### src/rtl/wb_scoreboard.sv
// Register write scoreboard: issue marks rd pending, write-back clears it; stall outputs are combinational from state, updates land next cycle.
// Optional stall watchdog (sticky sb_timeout) is built only when SB_WATCHDOG_EN is defined.
module wb_scoreboard #(
  parameter int NREG     = 32,
  parameter int AW       = 5,
  parameter int CNT_W    = 2,
  parameter int WD_LIMIT = 64
) (
  input  logic            clk,
  input  logic            rst_n,
  input  logic            flush,
  input  logic            issue_valid,
  input  logic [AW-1:0]   issue_rd,
  input  logic            issue_is_load,
  input  logic            wb_valid,
  input  logic [AW-1:0]   wb_rd,
  input  logic [AW-1:0]   rs1_addr,
  input  logic [AW-1:0]   rs2_addr,
  input  logic            rs1_used,
  input  logic            rs2_used,
  output logic            stall_id,
  output logic            stall_load,
  output logic [NREG-1:0] busy_vec,
  output logic            sb_err,
  output logic            sb_timeout
);

  if (WD_LIMIT < 1 || WD_LIMIT > 127) begin : g_wd_limit_check
    $error("WD_LIMIT must fit the 7-bit stall counter");
  end

  logic [NREG-1:0][CNT_W-1:0] cnt, cnt_nxt;
  logic [NREG-1:0]            ld, ld_nxt;
  logic                       h1, h2, sat;
  logic                       fire, retire, underflow;

  // Hazards look only at registered state: a same-cycle write-back is not bypassed.
  always_comb begin
    h1         = rs1_used && (rs1_addr != '0) && (cnt[rs1_addr] != '0);
    h2         = rs2_used && (rs2_addr != '0) && (cnt[rs2_addr] != '0);
    sat        = issue_valid && (issue_rd != '0) && (cnt[issue_rd] == '1);
    stall_id   = h1 || h2 || sat;
    stall_load = (h1 && ld[rs1_addr]) || (h2 && ld[rs2_addr]);
    fire       = issue_valid && !stall_id && (issue_rd != '0);
    retire     = wb_valid && (wb_rd != '0);
  end

  always_comb begin
    busy_vec = '0;
    for (int r = 1; r < NREG; r++) begin
      busy_vec[r] = (cnt[r] != '0);
    end
  end

  // Retire first, then let a same-register fire override it: net count is
  // unchanged, or 1 when the retire was an underflow.
  always_comb begin
    cnt_nxt   = cnt;
    ld_nxt    = ld;
    underflow = 1'b0;
    if (retire) begin
      if (cnt[wb_rd] == '0) begin
        underflow = 1'b1;
      end else begin
        cnt_nxt[wb_rd] = cnt[wb_rd] - CNT_W'(1);
        if (cnt[wb_rd] == CNT_W'(1)) begin
          ld_nxt[wb_rd] = 1'b0;
        end
      end
    end
    if (fire) begin
      if (retire && (wb_rd == issue_rd)) begin
        cnt_nxt[issue_rd] = (cnt[issue_rd] == '0) ? CNT_W'(1) : cnt[issue_rd];
      end else begin
        cnt_nxt[issue_rd] = cnt[issue_rd] + CNT_W'(1);
      end
      ld_nxt[issue_rd] = issue_is_load;
    end
  end

  always_ff @(posedge clk) begin
    if (!rst_n) begin
      cnt    <= '0;
      ld     <= '0;
      sb_err <= 1'b0;
    end else if (flush) begin
      cnt <= '0;
      ld  <= '0;
    end else begin
      cnt <= cnt_nxt;
      ld  <= ld_nxt;
      if (underflow) begin
        sb_err <= 1'b1;
      end
    end
  end

`ifdef SB_WATCHDOG_EN
  localparam logic [6:0] WD_LIM = 7'(WD_LIMIT);
  logic [6:0] wd_cnt;

  // Counter saturates at the limit so a long stall can never wrap it.
  always_ff @(posedge clk) begin
    if (!rst_n || flush) begin
      wd_cnt     <= '0;
      sb_timeout <= 1'b0;
    end else if (stall_id) begin
      if (wd_cnt != WD_LIM) begin
        wd_cnt <= wd_cnt + 7'd1;
      end
      if (wd_cnt + 7'd1 == WD_LIM) begin
        sb_timeout <= 1'b1;
      end
    end else begin
      wd_cnt <= '0;
    end
  end
`else
  assign sb_timeout = 1'b0;
`endif

endmodule

### config.mk
export PLATFORM = sky130hd
export DESIGN_NAME = wb_scoreboard
export DESIGN_NICKNAME = d
export VERILOG_FILES = /design/src/rtl/wb_scoreboard.sv
export SDC_FILE = /design/constraint.sdc
export NUM_CORES = 1
export LEC_CHECK = 0
export CAP_MARGIN = 40
export CORE_ASPECT_RATIO = 0.7
export CORE_MARGIN = 5
export CORE_UTILIZATION = 40
export CTS_CLUSTER_SIZE = 10
export DETAILED_ROUTE_END_ITERATION = 10
export GPL_TIMING_DRIVEN = 0
export PLACE_DENSITY = 0.57
export SLEW_MARGIN = 10
export SYNTH_ARGS = -nofsm -noshare
export SYNTH_HDL_FRONTEND = slang
export SYNTH_SLANG_ARGS = --single-unit
### constraint.sdc
create_clock -name clk -period 13 [get_ports clk]
set_input_delay 3.9 -clock clk [delete_from_list [all_inputs] [get_ports clk]]
set_output_delay 3.9 -clock clk [all_outputs]
set_load 0.01 [all_outputs]
==> results.tsv, run 1 <==
metric	value	unit
Total GRT Usage	0.288	
Post-CTS Hold Buffers	0	
Worst R2R Path Depth	14	
Worst Path Arrival	7220	ps
WP buf/inv	5	
Setup CP Type	primary input to output port	
Syn. warnings	0	
Worst path max stage delay	630	ps
post-CTS setup buffers	0	
Synth cell types	63	
detailed-route DRC error count	0	
crit-path max FO	10	
vias in the first global route	7030	
Post-synth top flop	dfxtp_1	
CP Data Required Time	9100	ps
HP Start	sb_err	
post-synthesis cell count	900	
WHS Path Cells	1	
Relative slew margins	0.419	
CTS tree	done	
Worst Setup Start Kind	primary input	
FP Rows	42	
fin crit period	11120	ps
Setup TNS	0	ps
Sink Count	97	
largest net degree at the start of global routing	18	
FF-to-FF Start	cnt[8]	
total wire length	32.9	mm
Setup crit end kind	output port	
Resized cells post-CTS	0	
Mean Syn Cell Area	8.62	sq um
CTS Buf Count	9	
Synth top cells by count	nand2_1 (150), mux2i_1 (100), dfxtp_1 (97)	
area grow syn2layout	15.5	%
crit-path cells	clkdlybuf4s50_1 -> buf_2 -> buf_2 -> nand2_1 -> o21ai_0 -> a41oi_1 -> a21oi_2 -> buf_2 -> o22ai_1 -> clkdlybuf4s50_1	
clk slew on worst S/H paths	70	ps
n_diodes	0	
VDD IR max	0.0557	mV
actual slew at the worst max-slew pin	871	ps
Core Area	19000	sq um
share of synthesized registers carrying an async set or reset	0	
Simple-Gate Fraction of Synth Area	0.284	
final max-slew violation count	0	
Detailed Route Iter0 Violations	1277	
Critical R2R Capture	cnt[36]	
clock latency on the worst-skew pair	370	ps
largest cells by area after synthesis	dfxtp_1 (25%), mux4_2 (17%), mux2i_1 (13%)	
DRT Pass-1 Iters	6	
fin nets	1004	
FF-to-FF setup slack	9140	ps
f_max	89.9	MHz
GP Congestion	1.04	
outcome	finished clean	
hold worst-path end	sb_err	
XOR/XNOR Fraction of Synth Area	0.00564	
Leak	3.80	nW
Fin. Hold Viols	0	
Via density	6.28	
area share of fa/ha/maj cells after synthesis	0.00645	
die area	22300	sq um
multiplexer area fraction after synthesis	0.302	
count leader, synth	nand2_1	
setup violators final	0	
DIE HEIGHT	127	um
Worst Hold Class	flop to flop	
Detail Placement HPWL	25.9	mm
skew final	10.2	ps
initial antenna violation count	0	
fraction of layout cells with a size suffix above 1	0.158	
DR vias	7793	
number of flops mapped to enable cells by yosys	0	
GRT overflow	0	
Compound-Gate Fraction of Synth Area	0.0922	
Seq cells post-synth	97	
H-Tree Depth	3	
most used cell, CP	buf_2	
I/O pins	64	
Max Cap Viol	0	
Initial Utilization	0.409	
Pwr Density	78.0	nW/um^2
post-synth top area share	0.250	
crit share post-route	0.856	
Avg WL per Cell	26.5	um
dominant cell type by area after synthesis	dfxtp_1	
root buffer cell	clkbuf_16	
first-pass GRT wire length	47.4	mm
Util after Layout	0.472	
CP delay by family, top	buffers and inverters	
number of I/O port buffers	53	
Max clock buf depth	2	
Die W	176	um
largest family of logic cells by synthesized area	multiplexers	
Cell Area, Synth	7760	sq um
Seq/Total Area, Yosys	0.250	
RSZ-0062 raised after global routing	false	
Post-DRT Antenna Nets	0	
critical path's slowest cell	clkdlybuf4s50_1	
-- flip-flops by register name, summed over array words and instances, names as in the netlist --
register / cells
cnt: 64
ld: 32
sb_err: 1
-- worst register-to-register path, delay by kind of cell (launching register included) --
kind                     cells  cell delay [ps]
AO/OA/AOI/OAI                3              380
adder cells (fa/ha/maj)      1              440
buffers and inverters        2              440
flip-flops                   1              580
multiplexers                 1               90
AND/OR/NAND/NOR              7             1830
-- cell families (layout without fill, tap and decap cells) --
| logic type | after synthesis | after routing |
|---|---|---|
| simple gates | 413 | 413 |
| mux | 161 | 161 |
| compound gates | 113 | 113 |
| buf+inv | 106 | 182 |
| flops | 97 | 97 |
| xor+xnor | 5 | 5 |
| fa+ha+maj | 4 | 4 |
| other cells | 1 | 2 |
-- layout by cell type (no fill, tap or decap), types with 3 or more instances in the layout --
master / n
o21ai_0: 40
mux4_2: 58
nand2_1: 150
nand3_2: 6
inv_1: 24
nor3b_1: 10
and3_1: 34
and2_1: 8
clkdlybuf4s50_1: 53
or2_1: 3
a31oi_1: 35
a21oi_1: 6
nand4_2: 20
buf_2: 29
dfxtp_1: 97
xor2_1: 3
a22oi_1: 7
nand3_1: 41
ha_1: 4
nor4b_1: 8
nand3b_1: 6
clkbuf_16: 9
nand4_1: 6
clkbuf_1: 45
buf_1: 8
nor2b_1: 7
or2_2: 9
mux2_2: 3
buf_4: 4
a211oi_1: 3
mux2i_1: 100
nor2_1: 70
nor3_1: 13
nor4_1: 6
nand2b_1: 5
-- layout make-up --
type / instances / area (sq um)
fillers: 1900 / 10000
multi-input cells: 698 / 5360
flip-flops and latches: 97 / 1940
repair buffers: 60 / 571
plain buffers: 82 / 372
well taps: 264 / 330
clock buffers: 11 / 253
inverters: 24 / 90.1
clock inverters: 5 / 45.0
-- worst max-delay path by stage --
stage | from | slack, ps | depth (start not counted) | end
after floorplan | rs2_addr[0] | 3270 | 7 | stall_load
after global placement | issue_rd[3] | 1800 | 9 | stall_id
after detailed placement | rs1_addr[1] | 2020 | 10 | stall_load
after CTS | rs1_addr[1] | 2010 | 10 | stall_load
after global routing | rs1_addr[1] | 1820 | 10 | stall_load
final | rs1_addr[1] | 1880 | 10 | stall_load
-- layer usage --
metal,global-route usage,vias up,wire length [um]
met5,0,-,0
met4,0.0632,0,634
met3,0.131,47,5370
met2,0.373,573,12400
met1,0.432,3717,14600
li1,-,3456,-
-- power by group --
group | internal [W] | leakage (nW) | total, W | switching (W)
Sequential | 0.000298 | 0.781 | 0.000300 | 0.00000179
Clock | 0.000144 | 0.145 | 0.000278 | 0.000134
Combinational | 0.0000384 | 2.87 | 0.000121 | 0.0000830
Total | 0.000480 | 3.80 | 0.000699 | 0.000219
-- through the flow --
step                area (sq um)  hold slack (ps)  total power, W  setup WS, ps  instances
floorplan                   7760              443        0.000378          3270        901
global placement            8620              450        0.000423          1800       1218
detailed placement          8660              465        0.000423          2020       1225
CTS                         8960              485        0.000697          2010       1241
global route                8960              510        0.000718          1820       1241
finish                      8960              485        0.000699          1880       1241
(Power assumes the default switching activity.)
==> run 2: changes to the inputs <==
CORE_UTILIZATION = 55   (was 40)
PLACE_DENSITY = 0.74   (was 0.57)
==> results.tsv, run 2 (synthesized netlist as in run 1, its figures left out) <==
metric	value	unit	change
GRT met1 Usage	0.547		+0.116
Largest regs	cnt x64, ld x32, sb_err x1		
Global Route met3 Usage	0.154		+0.0233
Max Cap Viol	0		unchanged
max FFs per register	64		unchanged
Worst Path Arrival	7130	ps	-90 ps
Total GRT Usage	0.379		+0.0912
actual slew at the worst max-slew pin	882	ps	+11.4 ps
most common cell after layout, fill and taps aside	nand2_1		
Tot Pwr	0.000693	W	-0.79%
most frequent cells in the layout	nand2_1 (150), mux2i_1 (100), dfxtp_1 (97)		
WHS Path Cells	2		+1
CTS Buf Count	9		unchanged
Worst Setup Start Kind	primary input		
Resized cells post-CTS	0		unchanged
largest net degree at the start of global routing	17		-1
Core Area	13900	sq um	-27%
FP Rows	36		-14%
fin crit period	11030	ps	-95.3 ps
crit-path max FO	10		unchanged
clock latency on the worst-skew pair	360	ps	about the same
GP Congestion	1.05		+1.7%
Die W	152	um	-14%
f_max	90.7	MHz	+0.86%
CP Data Required Time	9100	ps	about the same
first-pass GRT wire length	46.8	mm	-1.3%
crit share post-route	0.848		-0.00733
Via density	6.80		+8.3%
final max-slew violation count	0		unchanged
fin nets	1003		-0.10%
DR vias	7927		+1.7%
pre-CTS setup slack	2090	ps	+64.8 ps
gr busiest metal	met1		
H-Tree Depth	3		unchanged
skew final	13.7	ps	+3.46 ps
Avg WL per Cell	27.0	um	+1.6%
I/O pins	64		unchanged
Detail Placement HPWL	24.4	mm	-5.8%
number of I/O port buffers	53		unchanged
Relative slew margins	0.409		-0.0102
Worst R2R Path Depth	14		unchanged
DRT Pass-1 Iters	5		-1
post-CTS setup buffers	0		unchanged
outcome	finished clean		
Sink Count	97		unchanged
Max clock buf depth	2		unchanged
FF-to-FF setup slack	9100	ps	-40 ps
most flop-heavy register	cnt		
Setup crit end kind	output port		
Fin. Hold Viols	0		unchanged
vias in the first global route	7345		+4.5%
RSZ-0062 raised after global routing	false		
Setup CP Type	primary input to output port		
DIE HEIGHT	109	um	-14%
detailed-route DRC error count	0		unchanged
CTS tree	done		
GRT overflow	0		unchanged
initial antenna violation count	0		unchanged
Leak	3.79	nW	-0.15%
area grow syn2layout	14.1	%	
worst setup margin	1970	ps	+95.3 ps
n_diodes	0		unchanged
die area	16600	sq um	-26%
Setup TNS	0	ps	unchanged
Util after Layout	0.638		+0.166
root buffer cell	clkbuf_16		
Post-DRT Antenna Nets	0		unchanged
VDD IR max	0.0621	mV	+12%
met2 Usage GRT	0.516		+0.144
total wire length	31.5	mm	-4.5%
fraction of layout cells with a size suffix above 1	0.156		-0.00189
Post-CTS Hold Buffers	0		unchanged
Initial Utilization	0.559		+0.150
Worst Hold Class	flop to flop		
Detailed Route Iter0 Violations	1186		-7.1%
setup violators final	0		unchanged
clk slew on worst S/H paths	70	ps	about the same
Pwr Density	78.3	nW/um^2	+0.42%
## run 2: cell count changes in the layout (fill, tap and decap cells not counted)
cell        change
clkinvlp_4      -1
inv_6           +1
clkinv_4        -1
buf_2           -1
inv_8           -1
clkbuf_1        +1
clkinv_2        +1
## run 2: area by class of cell
cell class,count,area [sq um]
Multi-Input combinational cell,698,5360
Fill cell,1282,5020
Sequential cell,97,1940
Timing Repair Buffer,59,566
Buffer,82,372
Clock buffer,12,256
Tap cell,190,238
Inverter,24,90.1
Clock inverter,4,31.3
## run 2: metal layers
metal / vias to the layer above / wire, um
li1: 3444 / -
met1: 3758 / 13400
met2: 661 / 12000
met3: 64 / 5210
met4: 0 / 830
met5: - / 0
## run 2: power breakdown
part / internal (W) / total (W) / leakage, nW / switching, W
combinational: 0.0000383 / 0.000120 / 2.86 / 0.0000822
clock: 0.000143 / 0.000273 / 0.144 / 0.000130
sequential: 0.000298 / 0.000300 / 0.781 / 0.00000171
total: 0.000479 / 0.000693 / 3.79 / 0.000214
## run 2: path summary, 6_finish.rpt
| path | from | to |
|---|---|---|
| worst max-delay path | rs1_addr[1] | stall_load |
| worst min-delay path | ld[11] | ld[11] |
| worst max register to register | cnt[8] | cnt[34] |
| worst min register to register | ld[11] | ld[11] |
## run 2: worst max-delay path, cell delays in order
cell and delay [ps]:
clkdlybuf4s50_1 640, buf_2 310, nor4_1 80, nor4_1 180
a22oi_1 140, a2111oi_0 590, a21oi_2 200, buf_2 290
o22ai_1 200, clkdlybuf4s50_1 570
## run 2: through the flow
step	hold slack, ps	area (sq um)	cells
final	491	8850	1166
after global routing	510	8850	1166
after CTS	489	8850	1166
after detailed placement	472	8570	1150
after global placement	450	8530	1144
after floorplan	443	7760	901
==> run 3: changes to the inputs <==
clock period = 10.9 ns   (was 13 ns; I/O delays follow)
==> results of run 3 <==
Same layout as run 2 (identical final DEF). Status: finished clean.
Among the figures that moved: setup slack after placement 2090 ps -> 1250 ps; setup slack after layout 1970 ps -> 1130 ps; register-to-register setup slack 9100 ps -> 7000 ps; total power 0.000693 W -> 0.000827 W; worst IR drop on VDD 0.0621 mV -> 0.0741 mV
